File: src/rtl/sd_init_seq.sv
// sd_init_seq: SD card initialization command sequencer.
// Walks a card from power-up to the transfer state: (CMD8), CMD55/ACMD41
// polling, CMD2, CMD3 (RCA capture) and CMD7 (select), talking to an
// external CMD-line driver through a start/done handshake.
// Optional build macro SD_INIT_CMD8_EN: issue CMD8 first and request
// high capacity (HCS) in ACMD41. Without it the sequence starts at CMD55,
// ACMD41 requests standard capacity and ohcs is held at 0.
module sd_init_seq #(
  parameter logic [15:0] ACMD41_TRIES = 16'd1024,
  parameter logic [23:0] TIMEOUT      = 24'd100000
) (
  input  logic         iclk,
  input  logic         irst_n,
  input  logic         istart,
  output logic         ocmd_start,
  output logic [5:0]   ocmd_index,
  output logic [31:0]  ocmd_arg,
  input  logic [119:0] iresp,
  input  logic         icmd_done,
  output logic         ordy,
  output logic         ofail,
  output logic [2:0]   ofail_code,
  output logic [15:0]  orca,
  output logic         ohcs
);

  typedef enum logic [2:0] {
    ST_IDLE, ST_ISSUE, ST_WAIT_ACK, ST_WAIT_DONE, ST_CHECK, ST_READY, ST_FAIL
  } state_t;

  typedef enum logic [2:0] {
    STEP_CMD8, STEP_CMD55, STEP_ACMD41, STEP_CMD2, STEP_CMD3, STEP_CMD7
  } step_t;

`ifdef SD_INIT_CMD8_EN
  localparam step_t       FIRST_STEP = STEP_CMD8;
  localparam logic [31:0] ACMD41_ARG = 32'h40FF8000;
`else
  localparam step_t       FIRST_STEP = STEP_CMD55;
  localparam logic [31:0] ACMD41_ARG = 32'h00FF8000;
`endif

  localparam logic [2:0] CODE_BAD_ECHO = 3'd1;
  localparam logic [2:0] CODE_TRIES    = 3'd2;
  localparam logic [2:0] CODE_TIMEOUT  = 3'd3;
  localparam logic [2:0] CODE_APP_CMD  = 3'd4;

  state_t      state_q, state_d;
  step_t       step_q, step_d;
  logic [15:0] tries_q, tries_d;
  logic [23:0] timer_q, timer_d;
  logic        rdy_q, rdy_d;
  logic        fail_q, fail_d;
  logic [2:0]  code_q, code_d;
  logic [15:0] rca_q, rca_d;
  logic        hcs_q, hcs_d;
  logic [5:0]  idx_q, idx_d;
  logic [31:0] arg_q, arg_d;
  logic        istart_q;
  logic        start_edge;
  logic        adv;
  step_t       adv_step;

  // Only the short-response fields are interpreted; the rest is don't-care.
  logic unused_resp;
  assign unused_resp = ^iresp;

  function automatic logic [5:0] step_index(input step_t s);
    case (s)
      STEP_CMD8:   return 6'd8;
      STEP_CMD55:  return 6'd55;
      STEP_ACMD41: return 6'd41;
      STEP_CMD2:   return 6'd2;
      STEP_CMD3:   return 6'd3;
      STEP_CMD7:   return 6'd7;
      default:     return 6'd0;
    endcase
  endfunction

  function automatic logic [31:0] step_arg(input step_t s, input logic [15:0] rca);
    case (s)
      STEP_CMD8:   return 32'h000001AA;
      STEP_ACMD41: return ACMD41_ARG;
      STEP_CMD7:   return {rca, 16'h0000};
      default:     return 32'h00000000;
    endcase
  endfunction

  assign start_edge = istart & ~istart_q;

  assign ocmd_start = (state_q == ST_ISSUE);
  assign ocmd_index = idx_q;
  assign ocmd_arg   = arg_q;
  assign ordy       = rdy_q;
  assign ofail      = fail_q;
  assign ofail_code = code_q;
  assign orca       = rca_q;
  assign ohcs       = hcs_q;

  // Next-state logic: sequencing, handshake, timeout and response checks.
  always_comb begin
    state_d  = state_q;
    step_d   = step_q;
    tries_d  = tries_q;
    timer_d  = timer_q;
    rdy_d    = rdy_q;
    fail_d   = fail_q;
    code_d   = code_q;
    rca_d    = rca_q;
    hcs_d    = hcs_q;
    idx_d    = idx_q;
    arg_d    = arg_q;
    adv      = 1'b0;
    adv_step = step_q;

    case (state_q)
      ST_IDLE, ST_READY, ST_FAIL: begin
        if (start_edge) begin
          rdy_d    = 1'b0;
          fail_d   = 1'b0;
          code_d   = 3'd0;
          tries_d  = 16'd0;
          adv      = 1'b1;
          adv_step = FIRST_STEP;
        end
      end
      ST_ISSUE: begin
        // The ISSUE cycle is cycle 0 of the timeout window.
        timer_d = 24'd1;
        state_d = ST_WAIT_ACK;
      end
      ST_WAIT_ACK: begin
        timer_d = timer_q + 24'd1;
        if (!icmd_done) begin
          state_d = ST_WAIT_DONE;
        end else if (timer_d >= TIMEOUT) begin
          state_d = ST_FAIL;
          fail_d  = 1'b1;
          code_d  = CODE_TIMEOUT;
        end
      end
      ST_WAIT_DONE: begin
        timer_d = timer_q + 24'd1;
        if (icmd_done) begin
          state_d = ST_CHECK;
        end else if (timer_d >= TIMEOUT) begin
          state_d = ST_FAIL;
          fail_d  = 1'b1;
          code_d  = CODE_TIMEOUT;
        end
      end
      ST_CHECK: begin
        case (step_q)
`ifdef SD_INIT_CMD8_EN
          STEP_CMD8: begin
            if (iresp[11:8] == 4'h1 && iresp[7:0] == 8'hAA) begin
              adv      = 1'b1;
              adv_step = STEP_CMD55;
            end else begin
              state_d = ST_FAIL;
              fail_d  = 1'b1;
              code_d  = CODE_BAD_ECHO;
            end
          end
`endif
          STEP_CMD55: begin
            if (iresp[5]) begin
              adv      = 1'b1;
              adv_step = STEP_ACMD41;
            end else begin
              state_d = ST_FAIL;
              fail_d  = 1'b1;
              code_d  = CODE_APP_CMD;
            end
          end
          STEP_ACMD41: begin
            if (iresp[31]) begin
`ifdef SD_INIT_CMD8_EN
              hcs_d = iresp[30];
`else
              hcs_d = 1'b0;
`endif
              adv      = 1'b1;
              adv_step = STEP_CMD2;
            end else begin
              tries_d = tries_q + 16'd1;
              if (tries_d >= ACMD41_TRIES) begin
                state_d = ST_FAIL;
                fail_d  = 1'b1;
                code_d  = CODE_TRIES;
              end else begin
                adv      = 1'b1;
                adv_step = STEP_CMD55;
              end
            end
          end
          STEP_CMD2: begin
            adv      = 1'b1;
            adv_step = STEP_CMD3;
          end
          STEP_CMD3: begin
            rca_d    = iresp[31:16];
            adv      = 1'b1;
            adv_step = STEP_CMD7;
          end
          STEP_CMD7: begin
            state_d = ST_READY;
            rdy_d   = 1'b1;
          end
          default: begin
            state_d = ST_IDLE;
          end
        endcase
      end
      default: begin
        state_d = ST_IDLE;
      end
    endcase

    // Index/argument are loaded once on entry to ISSUE and then held
    // untouched until the next command, so the driver sees stable values.
    if (adv) begin
      state_d = ST_ISSUE;
      step_d  = adv_step;
      idx_d   = step_index(adv_step);
      arg_d   = step_arg(adv_step, rca_d);
    end
  end

  // State and output registers; reset parks everything and drops all outputs.
  always_ff @(posedge iclk or negedge irst_n) begin
    if (!irst_n) begin
      state_q  <= ST_IDLE;
      step_q   <= FIRST_STEP;
      tries_q  <= 16'd0;
      timer_q  <= 24'd0;
      rdy_q    <= 1'b0;
      fail_q   <= 1'b0;
      code_q   <= 3'd0;
      rca_q    <= 16'd0;
      hcs_q    <= 1'b0;
      idx_q    <= 6'd0;
      arg_q    <= 32'd0;
      // Treat istart as already high so a level held through reset is
      // not mistaken for a fresh request.
      istart_q <= 1'b1;
    end else begin
      state_q  <= state_d;
      step_q   <= step_d;
      tries_q  <= tries_d;
      timer_q  <= timer_d;
      rdy_q    <= rdy_d;
      fail_q   <= fail_d;
      code_q   <= code_d;
      rca_q    <= rca_d;
      hcs_q    <= hcs_d;
      idx_q    <= idx_d;
      arg_q    <= arg_d;
      istart_q <= istart;
    end
  end

endmodule
File: config.mk
export PLATFORM = sky130hd
export DESIGN_NAME = sd_init_seq
export DESIGN_NICKNAME = d
export VERILOG_FILES = /design/src/rtl/sd_init_seq.sv
export SDC_FILE = /design/constraint.sdc
export NUM_CORES = 1
export LEC_CHECK = 0
export CAP_MARGIN = 10
export CORE_MARGIN = 2
export CORE_UTILIZATION = 30
export DETAILED_ROUTE_END_ITERATION = 8
export MAX_ROUTING_LAYER = met4
export PLACE_DENSITY = 0.61
export SLEW_MARGIN = 20
export SYNTH_ARGS = -nofsm -noshare
export SYNTH_HDL_FRONTEND = slang
export SYNTH_SLANG_ARGS = --single-unit
File: constraint.sdc
create_clock -name iclk -period 2.5 [get_ports iclk]
set_input_delay 0.25 -clock iclk [delete_from_list [all_inputs] [get_ports iclk]]
set_output_delay 0.25 -clock iclk [all_outputs]
set_load 0.05 [all_outputs]
==> impl_table.tex <==
\begin{tabular}{lr}
\hline
Metric & Value \\
\hline
\multicolumn{2}{l}{\textbf{Power}} \\
Total power draw & 5.48 mW \\
Leakage & between 2 and 3 nW \\
Power per Cell Area & between 800 and 900 mW/mm\^{}2 \\
Maximum VDD drop & 0.439 mV \\
\multicolumn{2}{l}{\textbf{Synthesis}} \\
Sequential-to-total area share from yosys stat & 0.453 \\
Average cell area after synthesis & 9.59 sq um \\
Mapped Cells & between 500 and 600 \\
Number of different library cells in the post-synthesis netlist & 80 \\
Yosys warnings & 0 \\
Fraction of registers with async set/reset & 1.00 \\
Number of flops mapped to enable cells by yosys & 0 \\
Post-synthesis sequential element count & 92 \\
Post-synthesis instance area & 0.00508 sq mm \\
Leading register cell type out of synthesis & sky130\_fd\_sc\_hd\_\_dfrtp\_1 \\
\multicolumn{2}{l}{\textbf{GRT}} \\
Antenna violations before repair & 0 \\
Pin count of the biggest net entering global routing & 63 \\
Global-route usage over all layers & 0.149 \\
Via count of the first global-routing pass & 4245 \\
First-pass GRT wire length & 21.2 mm \\
Aggregate global routing overflow & 0 \\
\multicolumn{2}{l}{\textbf{Floorplanning}} \\
Row count & 47 \\
Core Footprint & 0.0166 sq mm \\
Number of top-level pins & about 190 \\
Die width & 134 microns \\
Area enclosed by the die boundary & 0.0180 sq mm \\
Die boundary height & 134 microns \\
Starting Density & 0.306 \\
\multicolumn{2}{l}{\textbf{Clocking}} \\
Max Buffers Root-to-Sink & 2 \\
Number of buffers created by CTS & 9 \\
Worst skew pair latency & about 0.35 ns \\
CTS H-tree depth & 3 \\
CTS tree & yes \\
Clock transition time at the flip-flop clock pins of the worst setup and hold paths & about 0.060 ns \\
Buffer type at the clock tree root & sky130\_fd\_sc\_hd\_\_clkbuf\_16 \\
Sinks on the clock net & 92 \\
\multicolumn{2}{l}{\textbf{STA}} \\
Fin crit share & 0.961 \\
Fmax achieved & around 420 MHz \\
Max\_slew headroom & 0.471 \\
Final hold vios & 24 \\
Setup repair after global routing missed its margin & true \\
Post-route worst hold slack & -0.0102 ns \\
Final WS setup & 0.0963 ns \\
Max Slew Vio Count & 0 \\
Final critical delay including setup and external delays & 2.40 ns \\
Setup violations, final & 0 \\
Fin Clk Skew & a little over 0.007 ns \\
Least-Margin Pin Slew & 0.793 ns \\
\multicolumn{2}{l}{\textbf{Worst setup path}} \\
Crit. End Element & register \\
Critical Path Fanout Max & 29 \\
Startpoint types & register \\
Reg-to-Reg Start & tries\_q[1] \\
Classification of the worst setup path & reg2reg \\
Arrival time reported for the critical path endpoint & 2.64 ns \\
Data required time at the worst endpoint & $\sim$2.7 ns \\
Worst setup startpoint & tries\_q[1] \\
Internal reg-to-reg setup slack & 0.1 ns \\
\multicolumn{2}{l}{\textbf{Final layout}} \\
Most frequent cells in the layout & sky130\_fd\_sc\_hd\_\_dfrtp\_1, sky130\_fd\_sc\_hd\_\_clkdlybuf4s50\_1, sky130\_fd\_sc\_hd\_\_o21ai\_0 \\
Most common library cell in the layout ignoring fill and taps & sky130\_fd\_sc\_hd\_\_dfrtp\_1 \\
Number of filler instances in the final layout & 1635 \\
Proportion of layout cells with a drive suffix above 1 & 0.174 \\
Antenna diode count & 0 \\
Area added between synthesis and finish & 28.5\% \\
Area occupied by multi-input gates & 0.00261 sq mm \\
Final nets & 743 \\
Sequential cell area in the final layout & 0.00231 sq mm \\
\multicolumn{2}{l}{\textbf{Detailed routing}} \\
Routed Antenna Nets & 0 \\
Post-detailed-route DRC marker count & 0 \\
Routed len/inst & 15.0 microns \\
Total length of routed wires & 12.6 mm \\
Drt first-iter violations & approximately 240 \\
Total number of vias & 4341 \\
Drt pass-1 iters & 5 \\
Mean number of vias per cell & 5.17 \\
\multicolumn{2}{l}{\textbf{Placement}} \\
Number of buffers added on ports & 70 \\
Detailed-placement wirelength estimate & 8.64 mm \\
Weighted congestion reported at the end of routability-driven placement & between 0.8 and 0.9 \\
DP Worst Slack & 0.0325 ns \\
\multicolumn{2}{l}{\textbf{Min path}} \\
Hold Path Class & in2async \\
\multicolumn{2}{l}{\textbf{Run status}} \\
Result of the run & complete, but fails checks \\
Failing checks & hold timing \\
\multicolumn{2}{l}{\textbf{Run}} \\
Total of max-cap violations & 0 \\
\hline
\end{tabular}
==> per-stage QoR <==
stage	util	cell area, sq um	cells	setup TNS, ns
final	0.394	6530	839	0
after global routing	0.394	6530	839	-0.00320
after CTS	0.387	6410	838	0
after detailed placement	0.369	6120	823	0
after global placement	0.369	6120	823	0
after floorplan	-	5120	540	0
==> cell type report <==
class | count | share of cell area
sequential | 92 | 0.353
multi-input combinational | 389 | 0.400
inverter | 14 | 0.00805
clock inverter | 5 | 0.00958
tap | 220 | 0.0422
clock buffer | 10 | 0.0351
timing repair buffer | 109 | 0.152
==> routing by layer <==
metal	global-route usage	vias to the layer above	wire length, microns
met5	-	-	0
met4	0.0363	0	154
met3	0.0529	10	856
met1	0.192	2100	5750
li1	-	2098	-
met2	0.224	133	5830
==> state kept, by name, indices dropped and copies added, names as in the netlist <==
register and cells:
ordy 1, timer_q 24, ofail_code 3, step_q 3
istart_q 1, state_q 3, orca 16, ocmd_arg 18
ocmd_index 6, ofail 1, tries_q 16
==> cell usage after synthesis (all sizes together), types with 7 or more instances <==
| library cell | n | area (sq um) |
|---|---|---|
| dfrtp | 90 | 2250 |
| and3 | 11 | 78.8 |
| a31oi | 10 | 68.8 |
| nand3 | 19 | 118 |
| a21oi | 28 | 144 |
| inv | 14 | 52.6 |
| nand4 | 15 | 100 |
| nor3 | 10 | 60.1 |
| o31ai | 7 | 52.6 |
| clkbuf | 12 | 45.0 |
| o21ai | 60 | 308 |
| nor2 | 35 | 131 |
| mux2 | 17 | 191 |
| buf | 33 | 221 |
| a221o | 9 | 90.1 |
| nand2 | 50 | 188 |
| a22o | 9 | 78.8 |
==> final timing paths <==
kind                                 to  cells past startpoint
max                        ocmd_arg[18]                      8
min                          tries_q[9]                      1
max reg2reg                ocmd_arg[18]                      8
min reg2reg                ocmd_arg[15]                      1
max in group asynchronous   ocmd_arg[8]                      2
min in group iclk              istart_q                      1
==> timing repair <==
item                                    CTS  global route
resized for setup                         1            22
pin swaps                                 0             7
endpoints found under the setup margin    3            14
cloned                                    0             0
hold buffers                              0             0
setup buffers                             0             1
==> kinds of logic after synthesis <==
logic type / after synthesis / synth area share
buffers and inverters: 59 / 0.0628
other: 1 / 0.000738
AO/OA/AOI/OAI: 162 / 0.211
multiplexers: 20 / 0.0436
AND/OR/NAND/NOR: 182 / 0.201
adder cells (fa/ha/maj): 5 / 0.0118
flip-flops: 92 / 0.453
XOR/XNOR: 9 / 0.0155
==> worst max-delay path: stages (launching register included) <==
cell	delay [ns]
sky130_fd_sc_hd__dfrtp_1	0.36
sky130_fd_sc_hd__ha_1	0.19
sky130_fd_sc_hd__nand2_1	0.11
sky130_fd_sc_hd__nor4_4	0.31
sky130_fd_sc_hd__mux2_1	0.39
sky130_fd_sc_hd__o21ai_4	0.21
sky130_fd_sc_hd__nand3_4	0.10
sky130_fd_sc_hd__and3_4	0.28
sky130_fd_sc_hd__a221o_1	0.32
==> power breakdown <==
group / internal, mW / switching (mW) / leakage, nW
Combinational: 0.786 / 1.46 / 1.40
Clock: 0.775 / 0.592 / 0.135
Sequential: 1.71 / 0.159 / 1.24
Note: power is estimated with default switching activity, not from simulation.
